--- src/rtl/parking_access_fsm.sv ---
// Parking access gate controller: Moore FSM with wrong-PIN counter and try-strobe edge detect.
// Optional AUTH timeout is compiled in when GATE_TIMEOUT_EN is defined.
module parking_access_fsm #(
   parameter logic [7:0] PASSWORD       = 8'h57,
   parameter int         MAX_ATTEMPTS   = 3,
   parameter int         TIMEOUT_CYCLES = 16
) (
   input  logic       clk,
   input  logic       rst,
   input  logic       sensor_1,
   input  logic       sensor_2,
   input  logic [7:0] psswrd_atmpt,
   input  logic       try_psswrd,
   output logic       alarm_1,
   output logic       alarm_2,
   output logic       open_gate,
   output logic       close_gate
);
   typedef enum logic [2:0] {
      IDLE  = 3'd0,
      PIN   = 3'd1,
      AUTH  = 3'd2,
      BLOCK = 3'd3,
      LOCK  = 3'd4
   } state_t;

   localparam logic [3:0] MAX_CNT = 4'(MAX_ATTEMPTS);

   if (MAX_ATTEMPTS < 1 || MAX_ATTEMPTS > 15 || TIMEOUT_CYCLES < 2) begin : g_bad_cfg
      $error("parking_access_fsm: parameter out of legal range");
   end

   state_t     state_q, state_d;
   logic [3:0] cnt_q, cnt_d;
   logic [3:0] cnt_inc_s;
   logic       try_q;
   logic       attempt_s;
   logic       pin_ok_s;
   logic       both_s;
   logic       tmo_s;
   logic       alarm_1_q, alarm_1_d;
   logic       alarm_2_q, alarm_2_d;
   logic       open_q, open_d;
   logic       close_q, close_d;

   assign attempt_s = try_psswrd & ~try_q;
   assign pin_ok_s  = (psswrd_atmpt == PASSWORD);
   assign both_s    = sensor_1 & sensor_2;
   assign cnt_inc_s = (cnt_q < MAX_CNT) ? (cnt_q + 4'd1) : cnt_q;

`ifdef GATE_TIMEOUT_EN
   localparam int            TW       = $clog2(TIMEOUT_CYCLES);
   localparam logic [TW-1:0] TMO_LAST = TW'(TIMEOUT_CYCLES - 1);
   logic [TW-1:0] tmo_q, tmo_d;

   assign tmo_s = (tmo_q == TMO_LAST);

   // Timeout counter restarts on AUTH entry and counts while AUTH persists.
   always_comb begin
      tmo_d = '0;
      if (state_q == AUTH && state_d == AUTH) begin
         tmo_d = tmo_q + TW'(1);
      end else begin
         tmo_d = '0;
      end
   end

   // Timeout counter register.
   always_ff @(posedge clk or negedge rst) begin
      if (!rst) begin
         tmo_q <= '0;
      end else begin
         tmo_q <= tmo_d;
      end
   end
`else
   assign tmo_s = 1'b0;
`endif

   // Next-state and attempt-counter logic.
   always_comb begin
      state_d = state_q;
      cnt_d   = cnt_q;
      case (state_q)
         IDLE: begin
            if (both_s)        state_d = BLOCK;
            else if (sensor_1) state_d = PIN;
            else               state_d = IDLE;
         end
         PIN: begin
            if (both_s) begin
               state_d = BLOCK;
            end else if (attempt_s && pin_ok_s) begin
               state_d = AUTH;
               cnt_d   = 4'd0;
            end else if (attempt_s) begin
               cnt_d   = cnt_inc_s;
               state_d = (cnt_inc_s == MAX_CNT) ? LOCK : PIN;
            end else if (!sensor_1) begin
               state_d = IDLE;
               cnt_d   = 4'd0;
            end else begin
               state_d = PIN;
            end
         end
         AUTH: begin
            if (both_s)        state_d = BLOCK;
            else if (sensor_2) state_d = IDLE;
            else if (tmo_s)    state_d = IDLE;
            else               state_d = AUTH;
         end
         BLOCK: begin
            if (attempt_s && pin_ok_s) state_d = IDLE;
            else                       state_d = BLOCK;
         end
         LOCK:    state_d = LOCK;
         default: state_d = IDLE;
      endcase
   end

   // Outputs decoded from next state so they register alongside the state.
   always_comb begin
      alarm_1_d = 1'b0;
      alarm_2_d = 1'b0;
      open_d    = 1'b0;
      close_d   = 1'b1;
      case (state_d)
         AUTH: begin
            open_d  = 1'b1;
            close_d = 1'b0;
         end
         BLOCK:   alarm_2_d = 1'b1;
         LOCK:    alarm_1_d = 1'b1;
         default: close_d   = 1'b1;
      endcase
   end

   // State, counter, try history and output registers.
   always_ff @(posedge clk or negedge rst) begin
      if (!rst) begin
         state_q   <= IDLE;
         cnt_q     <= 4'd0;
         try_q     <= 1'b0;
         alarm_1_q <= 1'b0;
         alarm_2_q <= 1'b0;
         open_q    <= 1'b0;
         close_q   <= 1'b1;
      end else begin
         state_q   <= state_d;
         cnt_q     <= cnt_d;
         try_q     <= try_psswrd;
         alarm_1_q <= alarm_1_d;
         alarm_2_q <= alarm_2_d;
         open_q    <= open_d;
         close_q   <= close_d;
      end
   end

   assign alarm_1    = alarm_1_q;
   assign alarm_2    = alarm_2_q;
   assign open_gate  = open_q;
   assign close_gate = close_q;
endmodule

--- config.mk ---
export PLATFORM = sky130hd
export DESIGN_NAME = parking_access_fsm
export DESIGN_NICKNAME = d
export VERILOG_FILES = /design/src/rtl/parking_access_fsm.sv
export SDC_FILE = /design/constraint.sdc
export NUM_CORES = 1
export LEC_CHECK = 0
export BUFFER_PORTS_ARGS = -buffer_cell sky130_fd_sc_hd__buf_2
export CAP_MARGIN = 0
export CORE_ASPECT_RATIO = 2
export CORE_UTILIZATION = 23
export CTS_BUF_LIST = sky130_fd_sc_hd__clkbuf_8
export DETAILED_ROUTE_END_ITERATION = 7
export GPL_TIMING_DRIVEN = 0
export PLACE_DENSITY = 0.46
export SYNTH_ARGS = -nofsm -noshare
export SYNTH_HDL_FRONTEND = slang
export SYNTH_SLANG_ARGS = --single-unit
export TNS_END_PERCENT = 5
--- constraint.sdc ---
create_clock -name clk -period 4.2 [get_ports clk]
set_clock_uncertainty 0.2 [all_clocks]
set_input_delay 0.84 -clock clk [delete_from_list [all_inputs] [get_ports clk]]
set_output_delay 0.84 -clock clk [all_outputs]
set_load 0.005 [all_outputs]
==> flow_metrics.tcl, run 1 <==
set metrics [dict create \
    status "finished clean" \
    synth_cell_types 37 \
    tightestPinTransition_ps 358 \
    synthXorXnorAreaFrac_pct 0 \
    via_per_inst 4.93 \
    synthSimpleGateAreaFrac_pct 27.2 \
    h-tree-depth 1 \
    pin_count 17 \
    grt_max_degree 13 \
    grt_remaining_overflow 0 \
    synth_nets 70 \
    yosysTopAreaCell "dfrtp_1" \
    tns_ps 0 \
    die_h_um 80.5 \
    finalWorstSetupSlack_ps 2090 \
    startpoint_type "input port" \
    wl_per_cell_um 13.3 \
    place_congestion 0.721 \
    fin_crit_sh_pct 50.3 \
    drt_iter0_markers 5 \
    die_w_um 41.2 \
    ant_nets 0 \
    crit_required_ps 4170 \
    setup_viol 0 \
    clockRootBuffer "clkbuf_8" \
    hold_path.class "input port to async pin" \
    grt_pass1_wl_um 2340 \
    drive_gt1_share_pct 46.1 \
    cts-resized-gates 0 \
    arrival_ps 2080 \
    n_antenna_cell 0 \
    critPathKind "input port to flip-flop" \
    rsz0062_at_grt "false" \
    synth_compound_area_share_pct 25.8 \
    yosys_warnings 0 \
    holdWs_ps 278 \
    wl_um 1410 \
    cts_tree "yes" \
    start_util_pct 24.1 \
    multiInputGateArea_um2 388 \
    row_count 28 \
    syn_inst 56 \
    area_growth_pct 24.4 \
    cp-end-kind "flip-flop" \
    peakVddDrop_v 0.000181 \
    dp.final_hpwl_um 1160 \
    slew_violations 0 \
    fin_nets 91 \
    coreArea_mm2 0.00294 \
    yosys_most_used_dff "dfrtp_1" \
    dr.pass1.iters 4 \
    postCtsHoldBufs 0 \
    regArea_um2 302 \
    port_buffers 16 \
    seq_area_frac_synth_pct 42.6 \
    clk_path_buf_depth 2 \
    post_cts_buffers 0 \
    numClockSinks 12 \
    numCtsBuffers 3 \
    via_count 523 \
    max_freq_mhz 474 \
    synth.most_common_cell "dfrtp_1" \
    worstPathMaxFanout 4 \
    ys_top_cells_by_count "dfrtp_1, nand2_1, a22o_1" \
    grt_pass1_vias 531 \
    drc 0 \
    synth_top_area_share_pct 38.9 \
    cts.clk_slew.worst_paths_ps 50 \
    maxSlewHeadroom_pct 76.1 \
    maxCapViolCount 0 \
    yosys-top-cells-area "dfrtp_1, a2111oi_4, nand4bb_4" \
    yosys.area_share.adder_pct 1.77 \
    antenna_found_initial 0 \
    fillers 334 \
    synth-edff-count 0 \
    syn_area_per_cell_um2 12.6 \
    die_area_mm2 0.00332 \
    grt.total_usage_pct 10.6 \
    min_period_ps 2110 \
    leakagePower_nw 0.387 \
    muxShareOfSynthArea_pct 0 \
    synth_top_family_by_area "simple AND/OR/NAND/NOR gates" \
    pre_cts_slack_ps 1850 \
    powerDensity_mw_per_mm2 580 \
    clock_latency_ps 230 \
    synth.ff_latch_count 12 \
    hold_viol_final 0 \
    synth_area_um2 708 \
    async_flop_share_pct 100 \
]
-- metal layers --
metal	routed length [µm]	global-route usage, %	vias to the layer above
met2	811	18.3	14
met1	503	10.6	248
li1	-	-	257
met5	0	0	-
met3	52	2.21	4
met4	42	5.81	0
-- worst paths after layout --
kind                                 startpoint         end  slack (ps)  depth (start not counted)
worst max-delay path            psswrd_atmpt[7]  close_gate        2090                          5
worst min-delay path                        rst     alarm_1         280                          1
worst max register to register         cnt_q[0]     alarm_2        2090                          5
worst min register to register         cnt_q[1]    cnt_q[1]         330                          1
max in group asynchronous                   rst  close_gate        3240                          1
min in group clk                       cnt_q[1]    cnt_q[1]         330                          1
-- cell type report --
type | instances | share of cell area [%]
Buffer | 1 | 1.70
Clock buffer | 4 | 6.25
Inverter | 1 | 0.426
Multi-Input combinational cell | 42 | 44.0
Sequential cell | 12 | 34.2
Tap cell | 30 | 4.26
Timing Repair Buffer | 16 | 9.09
-- placed cells by master, fill, tap and decap left out, types with 2 or more instances in the layout --
cell type and instances:
buf_2 16, dfrtp_1 11, nand2_1 4, clkbuf_8 4
a22o_1 3, or2b_2 2, nand2b_1 2, a21o_1 2
and2_1 2
-- flip-flops by register name, summed over array words and instances (netlist names) --
register    count
open_gate       1
try_q           1
alarm_1         1
close_gate      1
cnt_q           4
alarm_2         1
state_q         3
-- power breakdown --
part	internal, mW	total, mW	switching (mW)	leakage, nW
combinational	0.116	0.218	0.102	0.204
clock	0.0826	0.123	0.0401	0.0288
sequential	0.149	0.171	0.0216	0.153
total	0.347	0.511	0.164	0.387
-- per-stage QoR --
step	utilization (%)	cells	cell area (µm²)	total power [mW]
final	29.9	106	881	0.511
after global routing	29.9	106	881	0.545
after CTS	29.9	106	881	0.521
after detailed placement	28.1	102	826	0.394
after global placement	28.1	102	826	0.391
after floorplan	-	56	708	0.339
-- worst max-delay path: stages --
cell and delay [ps]:
buf_2 100, nand4bb_4 240, or4_1 480, a21o_1 230
a21o_1 180
-- cell families after synthesis --
kind of cell             Yosys count
flip-flops                        12
AO/OA/AOI/OAI                     17
AND/OR/NAND/NOR                   24
buffers and inverters              2
adder cells (fa/ha/maj)            1
Power figures use the tool's default switching activity.
==> run 2, diff against run 1 <==
==> constraint.sdc (replaced) <==
create_clock -name clk -period 2.1 [get_ports clk]
set_clock_uncertainty 0.2 [all_clocks]
set_input_delay 0.42 -clock clk [delete_from_list [all_inputs] [get_ports clk]]
set_output_delay 0.42 -clock clk [all_outputs]
set_load 0.005 [all_outputs]
==> flow_metrics.tcl, run 2 (synthesis gave the netlist of run 1 again) <==
set metrics [dict create \
    p_comb_share_pct 43.9 \
    numCtsBuffers 3 \
    maxSlewHeadroom_pct 76.0 \
    fin_nets 92 \
    min_period_ps 2070 \
    top_regs "cnt_q x4, state_q x3" \
    die_area_mm2 0.00332 \
    power_switching_mw 0.339 \
    regMostFlops "cnt_q" \
    status "finished clean" \
    h-tree-depth 1 \
    arrival_ps 1980 \
    cp-end-kind "flip-flop" \
    tightestPinTransition_ps 359 \
    crit_family "compound AO/OA/AOI/OAI gates" \
    rsz0062_at_grt "true" \
    drc 0 \
    wl_per_cell_um 13.3 \
    slew_violations 0 \
    port_buffers 16 \
    ant_nets 0 \
    cts.clk_slew.worst_paths_ps 50 \
    final_cells 107 \
    swShare_pct 32.5 \
    critPathMaxStageDelay_ps 420 \
    slowest_stage "dfrtp_1" \
    power_mw 1.04 \
    cts_tree "yes" \
    peakVddDrop_v 0.000361 \
    numClockSinks 12 \
    area_growth_pct 27.4 \
    setup_viol 0 \
    place_inst 102 \
    largest_reg_flops 4 \
    final_common_cell "buf_2" \
    row_count 28 \
    clockRootBuffer "clkbuf_8" \
    leakagePower_nw 0.392 \
    n_antenna_cell 0 \
    wl_um 1420 \
    via_count 529 \
    maxCapViolCount 0 \
    p_int_mw 0.704 \
    worstPathMaxFanout 5 \
    pin_count 17 \
    via_per_inst 4.94 \
    path_cells "ha_1 -> or3b_4 -> a2111oi_4 -> o32ai_4 -> a21boi_1" \
    grt_max_degree 13 \
    cp.buffers_inverters 0 \
    place_congestion 0.721 \
    fin_crit_sh_pct 98.7 \
    antenna_found_initial 0 \
    max_freq_mhz 482 \
    powerDensity_mw_per_mm2 1160 \
    die_w_um 41.2 \
    finalWorstSetupSlack_ps 26.4 \
    pre_cts_slack_ps -15.7 \
    grt_remaining_overflow 0 \
    hold_viol_final 0 \
    dp.final_hpwl_um 1160 \
    grt.total_usage_pct 10.6 \
    critPathKind "flip-flop to flip-flop" \
    clock_latency_ps 230 \
    start_util_pct 24.1 \
    drt_iter0_markers 5 \
    seqPwrFrac_pct 32.7 \
    final_cell_mix "buf_2, dfrtp_1, nand2_1, clkbuf_8, a22o_1" \
    clk_path_buf_depth 2 \
    grt_pass1_vias 532 \
    grt_pass1_wl_um 2350 \
    drive_gt1_share_pct 45.5 \
    startpoint_type "flip-flop" \
    die_h_um 80.5 \
    pwr-share-clk_pct 23.5 \
    crit_required_ps 2010 \
    coreArea_mm2 0.00294 \
    dr.pass1.iters 2 \
    hold_path.class "input port to flip-flop" \
]
run 2: cell count changes in the layout (fill, tap and decap cells not counted):
cell	previous run	this run
dlygate4sd3_1	0	1
o32ai_2	1	0
o32ai_4	0	1
run 2: layout make-up:
cell class,instances,area [µm²]
buffer,1,15.0
clock buffer,4,55.1
fill,331,2040
inverter,1,3.75
multi-input combinational,42,399
sequential,12,302
tap,30,37.5
timing repair buffer,17,90.1
run 2: worst paths after layout:
check,cells past startpoint,endpoint,start,slack (ps)
worst min-delay path,1,try_q,try_psswrd,130
worst max register to register,5,alarm_2,cnt_q[0],30
max in group asynchronous,2,close_gate,rst,1030
worst max-delay path,5,alarm_2,cnt_q[0],30
worst min register to register,1,cnt_q[1],cnt_q[1],340
min in group asynchronous,2,alarm_1,rst,390
run 2: metal layers:
metal	track usage, %	vias up	wire length [µm]
li1	-	258	-
met1	10.8	253	505
met2	18.3	14	821
met3	2.21	4	53
met4	5.81	0	42
met5	0	-	0
run 2: through the flow:
| step | utilization [%] | hold WS (ps) | TNS, ps | area (µm²) |
|---|---|---|---|---|
| floorplan | - | -75.6 | 0 | 708 |
| global placement | 28.1 | 120 | -16.7 | 826 |
| detailed placement | 28.1 | 122 | -15.7 | 826 |
| CTS | 30.7 | 120 | 0 | 902 |
| global route | 30.7 | 130 | -95.6 | 902 |
| finish | 30.7 | 127 | 0 | 902 |
run 2: power groups by stage:
stage               Sequential (mW)  Clock, mW  Combinational, mW
CTS                           0.341      0.256              0.465
floorplan                     0.339          0              0.338
detailed placement            0.345          0              0.443
global placement              0.343          0              0.438
finish                        0.341      0.244              0.457
global route                  0.347      0.262              0.499
run 2: what timing repair did:
| action | in CTS | in global routing |
|---|---|---|
| gates resized for setup | 1 | 0 |
| hold buffers | 1 | 0 |
| pin swaps | 1 | 0 |
| endpoints found under the hold margin | 11 | 0 |
| setup endpoints to repair | 1 | 5 |
| buffers inserted | 0 | 0 |
==> run 3, diff against run 2 <==
--- a/config.mk
+++ b/config.mk
@@ -12,6 +12,7 @@
 export CTS_BUF_LIST = sky130_fd_sc_hd__clkbuf_8
 export DETAILED_ROUTE_END_ITERATION = 7
 export GPL_TIMING_DRIVEN = 0
+export MAX_ROUTING_LAYER = met4
 export PLACE_DENSITY = 0.46
 export SYNTH_ARGS = -nofsm -noshare
 export SYNTH_HDL_FRONTEND = slang
==> flow_metrics.tcl, run 3 (synthesis gave the netlist of run 1 again) <==
set metrics [dict create \
    status "finished clean" \
    wl_um 1420 \
    grt_remaining_overflow 0 \
    hp-start "try_psswrd" \
    max_freq_mhz 482 \
    crit-reg2reg-capture "alarm_2" \
    grt_max_degree 13 \
    drive_gt1_share_pct 45.5 \
    drt_iter0_markers 8 \
    fin_nets 92 \
    r2r_slack_ps 30 \
    power_switching_mw 0.338 \
    whs_path_depth 1 \
    powerDensity_mw_per_mm2 1160 \
    start_util_pct 24.1 \
    r2r_start "cnt_q[0]" \
    worst_hold_path.endpoint "try_q" \
    h-tree-depth 1 \
    drc 0 \
    place_inst 102 \
    hold_path.class "input port to flip-flop" \
    port_buffers 16 \
    min_period_ps 2070 \
    n_antenna_cell 0 \
    cts.clk_slew.worst_paths_ps 50 \
    slew_violations 0 \
    via_per_inst 4.94 \
    die_w_um 41.2 \
    clockRootBuffer "clkbuf_8" \
    grt.total_usage_pct 10.9 \
    die_h_um 80.5 \
    placed_cell_area_um2 826 \
    peakVddDrop_v 0.000361 \
    pwr-share-clk_pct 23.5 \
    row_count 28 \
    arrival_ps 1980 \
    maxSlewHeadroom_pct 76.0 \
    ant_nets 0 \
    coreArea_mm2 0.00294 \
    leakagePower_nw 0.392 \
    setup_viol 0 \
    wl_per_cell_um 13.3 \
    crit_required_ps 2010 \
    grt_pass1_vias 532 \
    startpoint_type "flip-flop" \
    clk_path_buf_depth 2 \
    fillers 331 \
    dp.final_hpwl_um 1160 \
    swShare_pct 32.5 \
    cts_tree "yes" \
    numClockSinks 12 \
    design_area_um2 902 \
    final_cell_mix "buf_2, dfrtp_1, nand2_1, clkbuf_8, a22o_1" \
    regMostFlops "cnt_q" \
    grt_pass1_wl_um 2350 \
    p_int_mw 0.704 \
    clock_latency_ps 230 \
    hold_viol_final 0 \
    place_congestion 0.730 \
    top_regs "cnt_q x4, state_q x3" \
    worstPathMaxFanout 5 \
    largest_reg_flops 4 \
    die_area_mm2 0.00332 \
    p_comb_share_pct 43.8 \
    fin_crit_sh_pct 98.7 \
    area_growth_pct 27.4 \
    cp-end-kind "flip-flop" \
    via_count 529 \
    tightestPinTransition_ps 359 \
    antenna_found_initial 0 \
    dr.pass1.iters 2 \
    seqPwrFrac_pct 32.7 \
    rsz0062_at_grt "true" \
    maxCapViolCount 0 \
    numCtsBuffers 3 \
    final_cells 107 \
    reg2regPathDepth 5 \
    pin_count 17 \
    critPathKind "flip-flop to flip-flop" \
    final_common_cell "buf_2" \
]
-- run 3: critical path, stage by stage (launching register included) --
cell	delay, ps
dfrtp_1	420
ha_1	310
or3b_4	400
a2111oi_4	340
o32ai_4	140
a21boi_1	140
-- run 3: what timing repair did --
item,CTS,global route
buffers inserted,0,0
setup endpoints to repair,1,5
hold buffers,1,0
resized for setup,1,0
endpoints found under the hold margin,11,0
pin swaps,1,0
-- run 3: worst max-delay path by stage --
stage / depth (start not counted) / endpoint / from
final: 5 / alarm_2 / cnt_q[0]
after global routing: 5 / alarm_2 / cnt_q[0]
after floorplan: 5 / alarm_2 / cnt_q[0]
after detailed placement: 5 / alarm_2 / cnt_q[0]
after global placement: 5 / alarm_2 / cnt_q[0]
after CTS: 5 / alarm_2 / cnt_q[0]
-- run 3: cell type report --
class                           count  area, µm²  area share (%)
Inverter                            1       3.75           0.416
Sequential cell                    12        302            33.4
Multi-Input combinational cell     42        399            44.2
Buffer                              1       15.0            1.66
Timing Repair Buffer               17       90.1            9.99
Clock buffer                        4       55.1            6.10
Tap cell                           30       37.5            4.16
-- run 3: routing by layer --
| layer | part of all wire, % | GRT usage [%] | vias to the layer above |
|---|---|---|---|
| met5 | 0 | - | - |
| met2 | 58 | 18.3 | 14 |
| met4 | 3.0 | 5.81 | 0 |
| met3 | 3.7 | 1.93 | 4 |
| met1 | 36 | 10.9 | 253 |
| li1 | - | - | 258 |
-- run 3: through the flow --
| stage | worst slack [ps] | TNS (ps) | total power, mW | hold slack, ps | util (%) |
|---|---|---|---|---|---|
| 2_1_floorplan | 87.2 | 0 | 0.677 | -75.6 | - |
| 3_3_place_gp | -16.7 | -16.7 | 0.782 | 120 | 28.1 |
| 3_5_place_dp | -15.7 | -15.7 | 0.789 | 122 | 28.1 |
| 4_1_cts | 14.9 | 0 | 1.06 | 120 | 30.7 |
| 5_1_grt | -49.4 | -95.6 | 1.11 | 130 | 30.7 |
| 6_report | 27.0 | 0 | 1.04 | 127 | 30.7 |
-- run 3: power groups by stage --
stage	logic (mW)	registers (mW)	clock network (mW)
6_report	0.457	0.341	0.244
3_5_place_dp	0.443	0.345	0
5_1_grt	0.499	0.347	0.262
3_3_place_gp	0.438	0.343	0
2_1_floorplan	0.338	0.339	0
4_1_cts	0.465	0.341	0.256
